**src/rtl/instruction_fetch_sequencer_if.sv**
```systemverilog
// Handshake/bus bundle between the fetch sequencer, the data bus and the execution sequencer.
// master drives fetch stimulus and consumes the instruction; slave is the sequencer itself.
interface instruction_fetch_sequencer_if;
  logic       rdy;
  logic [7:0] db_in;
  logic       exec_done;
  logic       int_pending;
  logic       i_pc;
  logic       pcl_adl;
  logic       pch_adh;
  logic       sync;
  logic [7:0] opcode;
  logic [7:0] operand_lo;
  logic [7:0] operand_hi;
  logic [1:0] instr_len;
  logic       instr_valid;
  logic       int_ack;

  modport master (
    output rdy, db_in, exec_done, int_pending,
    input  i_pc, pcl_adl, pch_adh, sync, opcode, operand_lo, operand_hi,
           instr_len, instr_valid, int_ack
  );

  modport slave (
    input  rdy, db_in, exec_done, int_pending,
    output i_pc, pcl_adl, pch_adh, sync, opcode, operand_lo, operand_hi,
           instr_len, instr_valid, int_ack
  );
endinterface

```
**src/rtl/instruction_fetch_sequencer.sv**
```systemverilog
// Fetch-side sequencer: steps the PC, latches opcode plus up to two operands,
// hands the instruction to execution and injects BRK on a pending interrupt.
//
// state    | meaning
// FETCH_OP | opcode fetch cycle (sync=1), interrupt sampled here
// OPR1     | first operand byte fetch
// OPR2     | second operand byte fetch
// EXEC     | instruction presented, waiting for exec_done
module instruction_fetch_sequencer #(
  parameter logic [7:0] BRK_OPCODE    = 8'h00,
  parameter logic [7:0] RESET_OPCODE  = 8'hEA,
  parameter bit         INT_INJECT_EN = 1'b1
) (
  input logic                          phi_2,
  input logic                          reset,
  instruction_fetch_sequencer_if.slave bus
);

  typedef enum logic [1:0] {FETCH_OP, OPR1, OPR2, EXEC} state_t;

  state_t     state;
  logic [7:0] opcode_q;
  logic [7:0] operand_lo_q;
  logic [7:0] operand_hi_q;
  logic [1:0] instr_len_q;
  logic       int_ack_q;
  logic       inject;
  logic [1:0] fetched_len;

  function automatic logic [1:0] decode_len(input logic [7:0] b);
    logic [1:0] cc;
    logic [2:0] bbb;
    cc  = b[1:0];
    bbb = b[4:2];
    // 3-byte rule is checked first so it wins over the 1-byte rule
    if (bbb == 3'b011 || bbb == 3'b111 || (cc == 2'b01 && bbb == 3'b110) || b == 8'h20)
      return 2'd3;
    else if ((cc != 2'b01 && (bbb == 3'b010 || bbb == 3'b110)) || b == 8'h40 || b == 8'h60)
      return 2'd1;
    else
      return 2'd2;
  endfunction

  assign inject      = bus.int_pending && INT_INJECT_EN;
  assign fetched_len = decode_len(bus.db_in);

  always_ff @(posedge phi_2 or posedge reset) begin
    if (reset) begin
      state        <= FETCH_OP;
      opcode_q     <= RESET_OPCODE;
      operand_lo_q <= 8'h00;
      operand_hi_q <= 8'h00;
      instr_len_q  <= 2'd1;
      int_ack_q    <= 1'b0;
    end else if (bus.rdy) begin
      int_ack_q <= 1'b0;
      case (state)
        FETCH_OP: begin
          if (inject) begin
            opcode_q    <= BRK_OPCODE;
            instr_len_q <= 2'd1;
            int_ack_q   <= 1'b1;
            state       <= EXEC;
          end else begin
            opcode_q    <= bus.db_in;
            instr_len_q <= fetched_len;
            state       <= (fetched_len == 2'd1) ? EXEC : OPR1;
          end
        end
        OPR1: begin
          operand_lo_q <= bus.db_in;
          state        <= (instr_len_q == 2'd3) ? OPR2 : EXEC;
        end
        OPR2: begin
          operand_hi_q <= bus.db_in;
          state        <= EXEC;
        end
        EXEC: begin
          if (bus.exec_done) state <= FETCH_OP;
        end
        default: state <= FETCH_OP;
      endcase
    end
  end

  // Bus drive drops with rdy; sync and instr_valid follow the state alone
  assign bus.sync        = (state == FETCH_OP);
  assign bus.pcl_adl     = bus.rdy && (state != EXEC);
  assign bus.pch_adh     = bus.rdy && (state != EXEC);
  assign bus.i_pc        = bus.rdy && (state != EXEC) && !(state == FETCH_OP && inject);
  assign bus.instr_valid = (state == EXEC);
  assign bus.opcode      = opcode_q;
  assign bus.operand_lo  = operand_lo_q;
  assign bus.operand_hi  = operand_hi_q;
  assign bus.instr_len   = instr_len_q;
  assign bus.int_ack     = int_ack_q;

endmodule

```
**src/flat_wrapper.sv**
```systemverilog
// flat-port wrapper written by rule: the top's interface ports become plain ports
module instruction_fetch_sequencer_flat 
#(
  parameter logic [7:0] BRK_OPCODE    = 8'h00,
  parameter logic [7:0] RESET_OPCODE  = 8'hEA,
  parameter bit         INT_INJECT_EN = 1'b1
)
  (phi_2, reset, bus_rdy, bus_db_in, bus_exec_done, bus_int_pending, bus_i_pc, bus_pcl_adl, bus_pch_adh, bus_sync, bus_opcode, bus_operand_lo, bus_operand_hi, bus_instr_len, bus_instr_valid, bus_int_ack);
  instruction_fetch_sequencer_if bus_i ();
  input logic phi_2;
  input logic reset;
  input wire logic [$bits(bus_i.rdy)-1:0] bus_rdy;
  input wire logic [$bits(bus_i.db_in)-1:0] bus_db_in;
  input wire logic [$bits(bus_i.exec_done)-1:0] bus_exec_done;
  input wire logic [$bits(bus_i.int_pending)-1:0] bus_int_pending;
  output wire logic [$bits(bus_i.i_pc)-1:0] bus_i_pc;
  output wire logic [$bits(bus_i.pcl_adl)-1:0] bus_pcl_adl;
  output wire logic [$bits(bus_i.pch_adh)-1:0] bus_pch_adh;
  output wire logic [$bits(bus_i.sync)-1:0] bus_sync;
  output wire logic [$bits(bus_i.opcode)-1:0] bus_opcode;
  output wire logic [$bits(bus_i.operand_lo)-1:0] bus_operand_lo;
  output wire logic [$bits(bus_i.operand_hi)-1:0] bus_operand_hi;
  output wire logic [$bits(bus_i.instr_len)-1:0] bus_instr_len;
  output wire logic [$bits(bus_i.instr_valid)-1:0] bus_instr_valid;
  output wire logic [$bits(bus_i.int_ack)-1:0] bus_int_ack;
  assign bus_i.rdy = bus_rdy;
  assign bus_i.db_in = bus_db_in;
  assign bus_i.exec_done = bus_exec_done;
  assign bus_i.int_pending = bus_int_pending;
  assign bus_i_pc = bus_i.i_pc;
  assign bus_pcl_adl = bus_i.pcl_adl;
  assign bus_pch_adh = bus_i.pch_adh;
  assign bus_sync = bus_i.sync;
  assign bus_opcode = bus_i.opcode;
  assign bus_operand_lo = bus_i.operand_lo;
  assign bus_operand_hi = bus_i.operand_hi;
  assign bus_instr_len = bus_i.instr_len;
  assign bus_instr_valid = bus_i.instr_valid;
  assign bus_int_ack = bus_i.int_ack;
  instruction_fetch_sequencer #(.BRK_OPCODE(BRK_OPCODE), .RESET_OPCODE(RESET_OPCODE), .INT_INJECT_EN(INT_INJECT_EN)) u_core (.phi_2(phi_2), .reset(reset), .bus(bus_i));
endmodule
```
**config.mk**
```make
export PLATFORM = sky130hd
export DESIGN_NAME = instruction_fetch_sequencer_flat
export DESIGN_NICKNAME = d
export VERILOG_FILES = /design/src/rtl/instruction_fetch_sequencer_if.sv /design/src/rtl/instruction_fetch_sequencer.sv /design/src/flat_wrapper.sv
export SDC_FILE = /design/constraint.sdc
export NUM_CORES = 1
export LEC_CHECK = 0
export ABC_AREA = 1
export CELL_PAD_IN_SITES_DETAIL_PLACEMENT = 0
export CELL_PAD_IN_SITES_GLOBAL_PLACEMENT = 1
export CORE_MARGIN = 4
export CORE_UTILIZATION = 35
export CTS_CLUSTER_DIAMETER = 150
export DETAILED_ROUTE_END_ITERATION = 16
export PLACE_DENSITY = 0.79
export SLEW_MARGIN = 25
export SYNTH_ARGS = -nofsm -noshare
export SYNTH_HDL_FRONTEND = slang
export SYNTH_SLANG_ARGS = --single-unit
export TNS_END_PERCENT = 20
```
**constraint.sdc**
```tcl
create_clock -name phi_2 -period 2.05 [get_ports phi_2]
set_input_delay 0.41 -clock phi_2 [delete_from_list [all_inputs] [get_ports phi_2]]
set_output_delay 0.41 -clock phi_2 [all_outputs]
set_load 0.02 [all_outputs]
```
==> flow_summary.toml <==
[route]
vias_per_cell = 4.63
drc = 0
ant_nets = 0
drt_iter0_drc = 47
drt_pass1_iterations = 4
vias = 1121
avgRoutedWirePerCell_um = 13.0
routed_wl_um = 3140

[sta]
fmax_mhz = 512
min_period_ps = 1950
finalSetupViolCount = 0
setup_tns_ps = 0
worst_pin_slew_ps = 368
min_period_over_period_pct = 95.4
slew_headroom_pct = 75.5
rsz0062_at_grt = "false"
hold_viol_final = 0
fin_skew_ps = 4.86
hold_ws_ps = 479
drv_slew = 0
timing.final.ws_setup_ps = 95.2

[logic_synthesis]
yosysWarnings = 0
syn_area_sq_mm = 0.00132
avgSynthCellArea_sq_um = 9.46
synth_seq_cells = 29
seq_area_frac_synth_pct = 55.4
post-synth-top-area-cell = "dfrtp_1"
synthTopCellsByArea = "dfrtp_1 43%, dfstp_2 12%, nand2_1 11%"
synthCells = 140
post-synth-top-area-fraction_pct = 43.5
synthesis.nets = 157
ys_types = 23

[clocking]
clk_pin_slew_ps = 60
cts_max_path_buffers = 2
ctsResizeCount = 4
clkLatencyLatePin_ps = 280
cts_buffers = 5
htreeDepth = 2
holdBufCountCts = 0
cts_tree = "yes"
post-cts-setup-buffer-count = 0
clock-sinks = 29
clk_root_buffer_cell = "clkbuf_8"

[global_routing]
grt_max_degree = 30
overflow = 0
grt_pass1_wl_um = 5490
grt_antenna_before_repair = 0
grt_pass1_vias = 1170
track_usage_pct = 14.2

[floorplanning]
row_count = 22
io_pins = 45
die_w_um = 69.5
fp.coreArea_sq_mm = 0.00366
dieArea_sq_mm = 0.00483
initial_core_util_pct = 36.2
die-height_um = 69.5

[critical_path]
slowest_delay_ps = 620
cp.arrival_ps = 1540
r2r_cells = 8
cp-end-kind = "output port"
crit_slowest_cell = "clkdlybuf4s50_1"
regToRegEndpoint = "u_core.bus.instr_len[0]"
crit_required_ps = 1640
path_cells = "ha_1 > clkdlybuf4s50_1"
critPathLaunch = "u_core.state[1]"
startpoint_type = "flip-flop"
crit_type = "flip-flop to output port"
reg2reg_slack_ps = 660
reg2reg_from = "u_core.state[0]"
worst-path-max-fanout = 5
crit_end = "bus_instr_valid"

[placement]
post-place-ws_ps = -95.1
routabilityCongestion = 0.790
portBuffers = 44
dpl.hpwl_um = 2350

[pwr]
cellPowerDensity_mw_per_mm2 = 1620
power_leakage_nw = 0.924
vdd.ir_drop.worst_uv = 742

[finish]
antennaDiodeCount = 0
seqCellArea_sq_um = 733
area_growth_pct = 49.1
fin_util_pct = 53.9
fin_nets = 210
drive_gt1_share_pct = 20.1
multi_input_area_sq_um = 510
fillerInstances = 336

[run_status]
status = "finished, final reports clean"

[hold_path]
hold_path_class = "flip-flop to flip-flop"

[job]
drv_cap = 0
Yosys cell counts, drive strengths merged:
| cell type | count |
|---|---|
| dfstp | 6 |
| nor3 | 1 |
| buf | 4 |
| dfrtp | 23 |
| a21boi | 1 |
| a21oi | 3 |
| inv | 14 |
| o21a | 1 |
| nand2 | 42 |
| nor2 | 10 |
| o211ai | 1 |
| o21ai | 27 |
| nand3 | 3 |
| ha | 4 |
through the flow:
| stage | area [sq um] | std cells | total power [W] |
|---|---|---|---|
| 5_1_grt | 1970 | 242 | 0.00340 |
| 6_report | 1970 | 242 | 0.00319 |
| 2_1_floorplan | 1320 | 140 | 0.00184 |
| 3_5_place_dp | 1840 | 234 | 0.00254 |
| 4_1_cts | 1970 | 242 | 0.00324 |
| 3_3_place_gp | 1840 | 234 | 0.00250 |
where the power goes:
part / switching, W / internal (W)
logic: 0.000803 / 0.000676
registers: 0.000155 / 0.000857
clock network: 0.000218 / 0.000482
cell type report:
cell class	count	area share, %
inverters	14	2.79
flip-flops and latches	29	37.2
clock inverters	3	3.30
repair buffers	50	24.4
multi-input cells	93	25.9
well taps	48	3.04
clock buffers	5	3.49
critical path: cells and delay by family, from the launching register on:
kind | cells | cell delay (ps)
buf+inv | 1 | 620
flops | 1 | 410
fa+ha+maj | 1 | 230
worst min-delay path by stage:
stage,from,end,slack [ps],depth (start not counted)
final,u_core.bus.int_ack,u_core.bus.int_ack,480,1
after global routing,u_core.bus.opcode[3],u_core.bus.opcode[3],500,2
after CTS,u_core.bus.opcode[3],u_core.bus.opcode[3],490,2
after detailed placement,u_core.bus.int_ack,u_core.bus.int_ack,470,1
after floorplan,reset,u_core.bus.instr_len[1],480,1
after global placement,u_core.bus.opcode[0],u_core.bus.opcode[0],470,2
cell families (layout without fill, tap and decap cells):
family	count (synthesis)	count (layout)	synth area share, %
buffers and inverters	18	72	6.05
flip-flops	29	29	55.4
adder cells (fa/ha/maj)	4	4	3.78
AO/OA/AOI/OAI	33	33	15.9
AND/OR/NAND/NOR	56	56	18.9
cell usage in the layout, fill, tap and decap left out, types with 2 or more instances in the layout:
| cell type | synthesis | routed |
|---|---|---|
| o21ai_1 | 2 | 2 |
| nor2_1 | 7 | 7 |
| nand3_1 | 3 | 3 |
| o21ai_0 | 16 | 16 |
| dfstp_2 | 6 | 6 |
| dlygate4sd2_1 | 0 | 4 |
| inv_2 | 2 | 2 |
| nor2_2 | 2 | 2 |
| nand2_1 | 39 | 39 |
| nand2_4 | 3 | 3 |
| a21oi_1 | 2 | 2 |
| ha_1 | 4 | 4 |
| o21ai_2 | 9 | 9 |
| bufinv_16 | 0 | 2 |
| buf_4 | 2 | 6 |
| clkdlybuf4s50_1 | 0 | 40 |
| dfrtp_1 | 23 | 23 |
| clkbuf_8 | 0 | 5 |
| inv_1 | 11 | 11 |
flip-flops by register name (all words and copies together) (netlist names):
signal and flops:
u_core.bus.opcode 8, u_core.state 2, u_core.bus.operand_lo 8, u_core.bus.instr_len 2, u_core.bus.int_ack 1, u_core.bus.operand_hi 8
layer usage:
metal / track usage (%) / routed length, um / share of wire [%] / vias up
met2: 23.1 / 1440 / 46 / 43
li1: - / - / - / 557
met5: 0 / 0 / 0 / -
met3: 6.81 / 262 / 8.3 / 6
met4: 3.90 / 41 / 1.3 / 0
met1: 16.7 / 1390 / 44 / 515
No activity file was read; power rests on OpenSTA's default activity.
==> patch: new RTL, same settings <==
Put a register stage on the output `bus.sync`, without a reset. The value now appears one clock later.
--- a/src/rtl/instruction_fetch_sequencer.sv
+++ b/src/rtl/instruction_fetch_sequencer.sv
@@ -86,3 +86,5 @@
   // Bus drive drops with rdy; sync and instr_valid follow the state alone
-  assign bus.sync        = (state == FETCH_OP);
+  always_ff @(posedge phi_2) begin
+    bus.sync <= (state == FETCH_OP);
+  end
   assign bus.pcl_adl     = bus.rdy && (state != EXEC);
Behaviour: not the same (Yosys sat finds a counterexample within 4 cycles, from zero or initial values and one cycle with reset high).
==> patch against the unedited design <==
- sequential cell count is 1 higher
- critical endpoint unchanged
- wire length is 1.0% higher
- highest routed layer unchanged
- power is 7.2% lower
- critical path type unchanged
- setup slack worse by 0.0019 ns
- area after synthesis is 1.5% higher
- critical path depth stayed put
- largest power group unchanged
- largest cell class unchanged
- final area is 1.8% lower
- die area is 1.3% higher
==> patch: results <==
export IMPL_synth_area_leaders="dfrtp_1 (43%), dfstp_2 (12%), nand2_1 (11%)"
export IMPL_async_flop_share=0.967
export IMPL_wl_met3_um=207
export IMPL_final_layout_size_suffix_gt1_frac=0.186
export IMPL_met1_length_um=1450
export IMPL_place_detailed_hpwl_um=2360
export IMPL_placedCellCount=235
export IMPL_worst_r2r_setup_slack_ns=0.65
export IMPL_use_met3=0.0518
export IMPL_clkbuf_count=7
export IMPL_critPathLaunch="u_core.state[1]$_DFFE_PP0P_"
export IMPL_tightest_slew_ns=0.375
export IMPL_wl_met2_um=1460
export IMPL_firstDrtPassIters=4
export IMPL_buf_share=0.249
export IMPL_seq_area_frac_synth=0.561
export IMPL_totalWireLength_um=3170
export IMPL_vias_per_cell=4.50
export IMPL_ff_latch_area_um2=753
export IMPL_drt_initial_drc_count=50
export IMPL_clkSinkCount=30
export IMPL_r2r_start="u_core.state[0]$_DFFE_PP0P_"
export IMPL_multi_input_area_um2=510
export IMPL_skew_ns=0.00692
export IMPL_postSynthAreaPerCell_um2=9.53
export IMPL_nFillCells=361
export IMPL_cts_buffers=5
export IMPL_synth_nets=158
export IMPL_fin_nets=211
export IMPL_gp_congestion=0.775
export IMPL_grt_pass1_wl_um=5400
export IMPL_ir_drop_v=0.000669
export IMPL_status="finished, final reports clean"
export IMPL_met1_usage=0.165
export IMPL_switching_power_uw=1160
export IMPL_grt_usage=0.140
export IMPL_p_leak_uw=0.000899
export IMPL_ctsResizeCount=3
export IMPL_post_place_ws_ns=-0.101
export IMPL_clkCellAreaFrac=0.0394
export IMPL_fmax_ghz=0.511
export IMPL_grtUsageMet2=0.231
export IMPL_dr_total_vias=1088
export IMPL_synth_cell_types=24
-- patch: cell count changes after synthesis, sizes merged --
| cell | before | now |
|---|---|---|
| dfxtp | 0 | 1 |
-- patch: logic make-up after synthesis --
kind of cell / Yosys count / synth area share
flops: 30 / 0.561
compound gates: 33 / 0.156
buf+inv: 18 / 0.0596
simple gates: 56 / 0.186
fa+ha+maj: 4 / 0.0372
-- patch: power groups by stage --
stage / clock (µW) / combinational [µW] / sequential (µW)
after global routing: 479 / 1610 / 1070
after floorplan: 0 / 534 / 1330
after CTS: 449 / 1500 / 1040
final: 442 / 1480 / 1040
after detailed placement: 0 / 1510 / 1050
after global placement: 0 / 1480 / 1040
-- patch: metrics by stage --
| stage | hold slack, ns | util | area [µm²] |
|---|---|---|---|
| after global placement | 0.468 | 0.505 | 1860 |
| after detailed placement | 0.468 | 0.505 | 1860 |
| after CTS | 0.481 | 0.525 | 1940 |
| final | 0.477 | 0.525 | 1940 |
| after global routing | 0.492 | 0.525 | 1940 |
| after floorplan | 0.484 | - | 1340 |
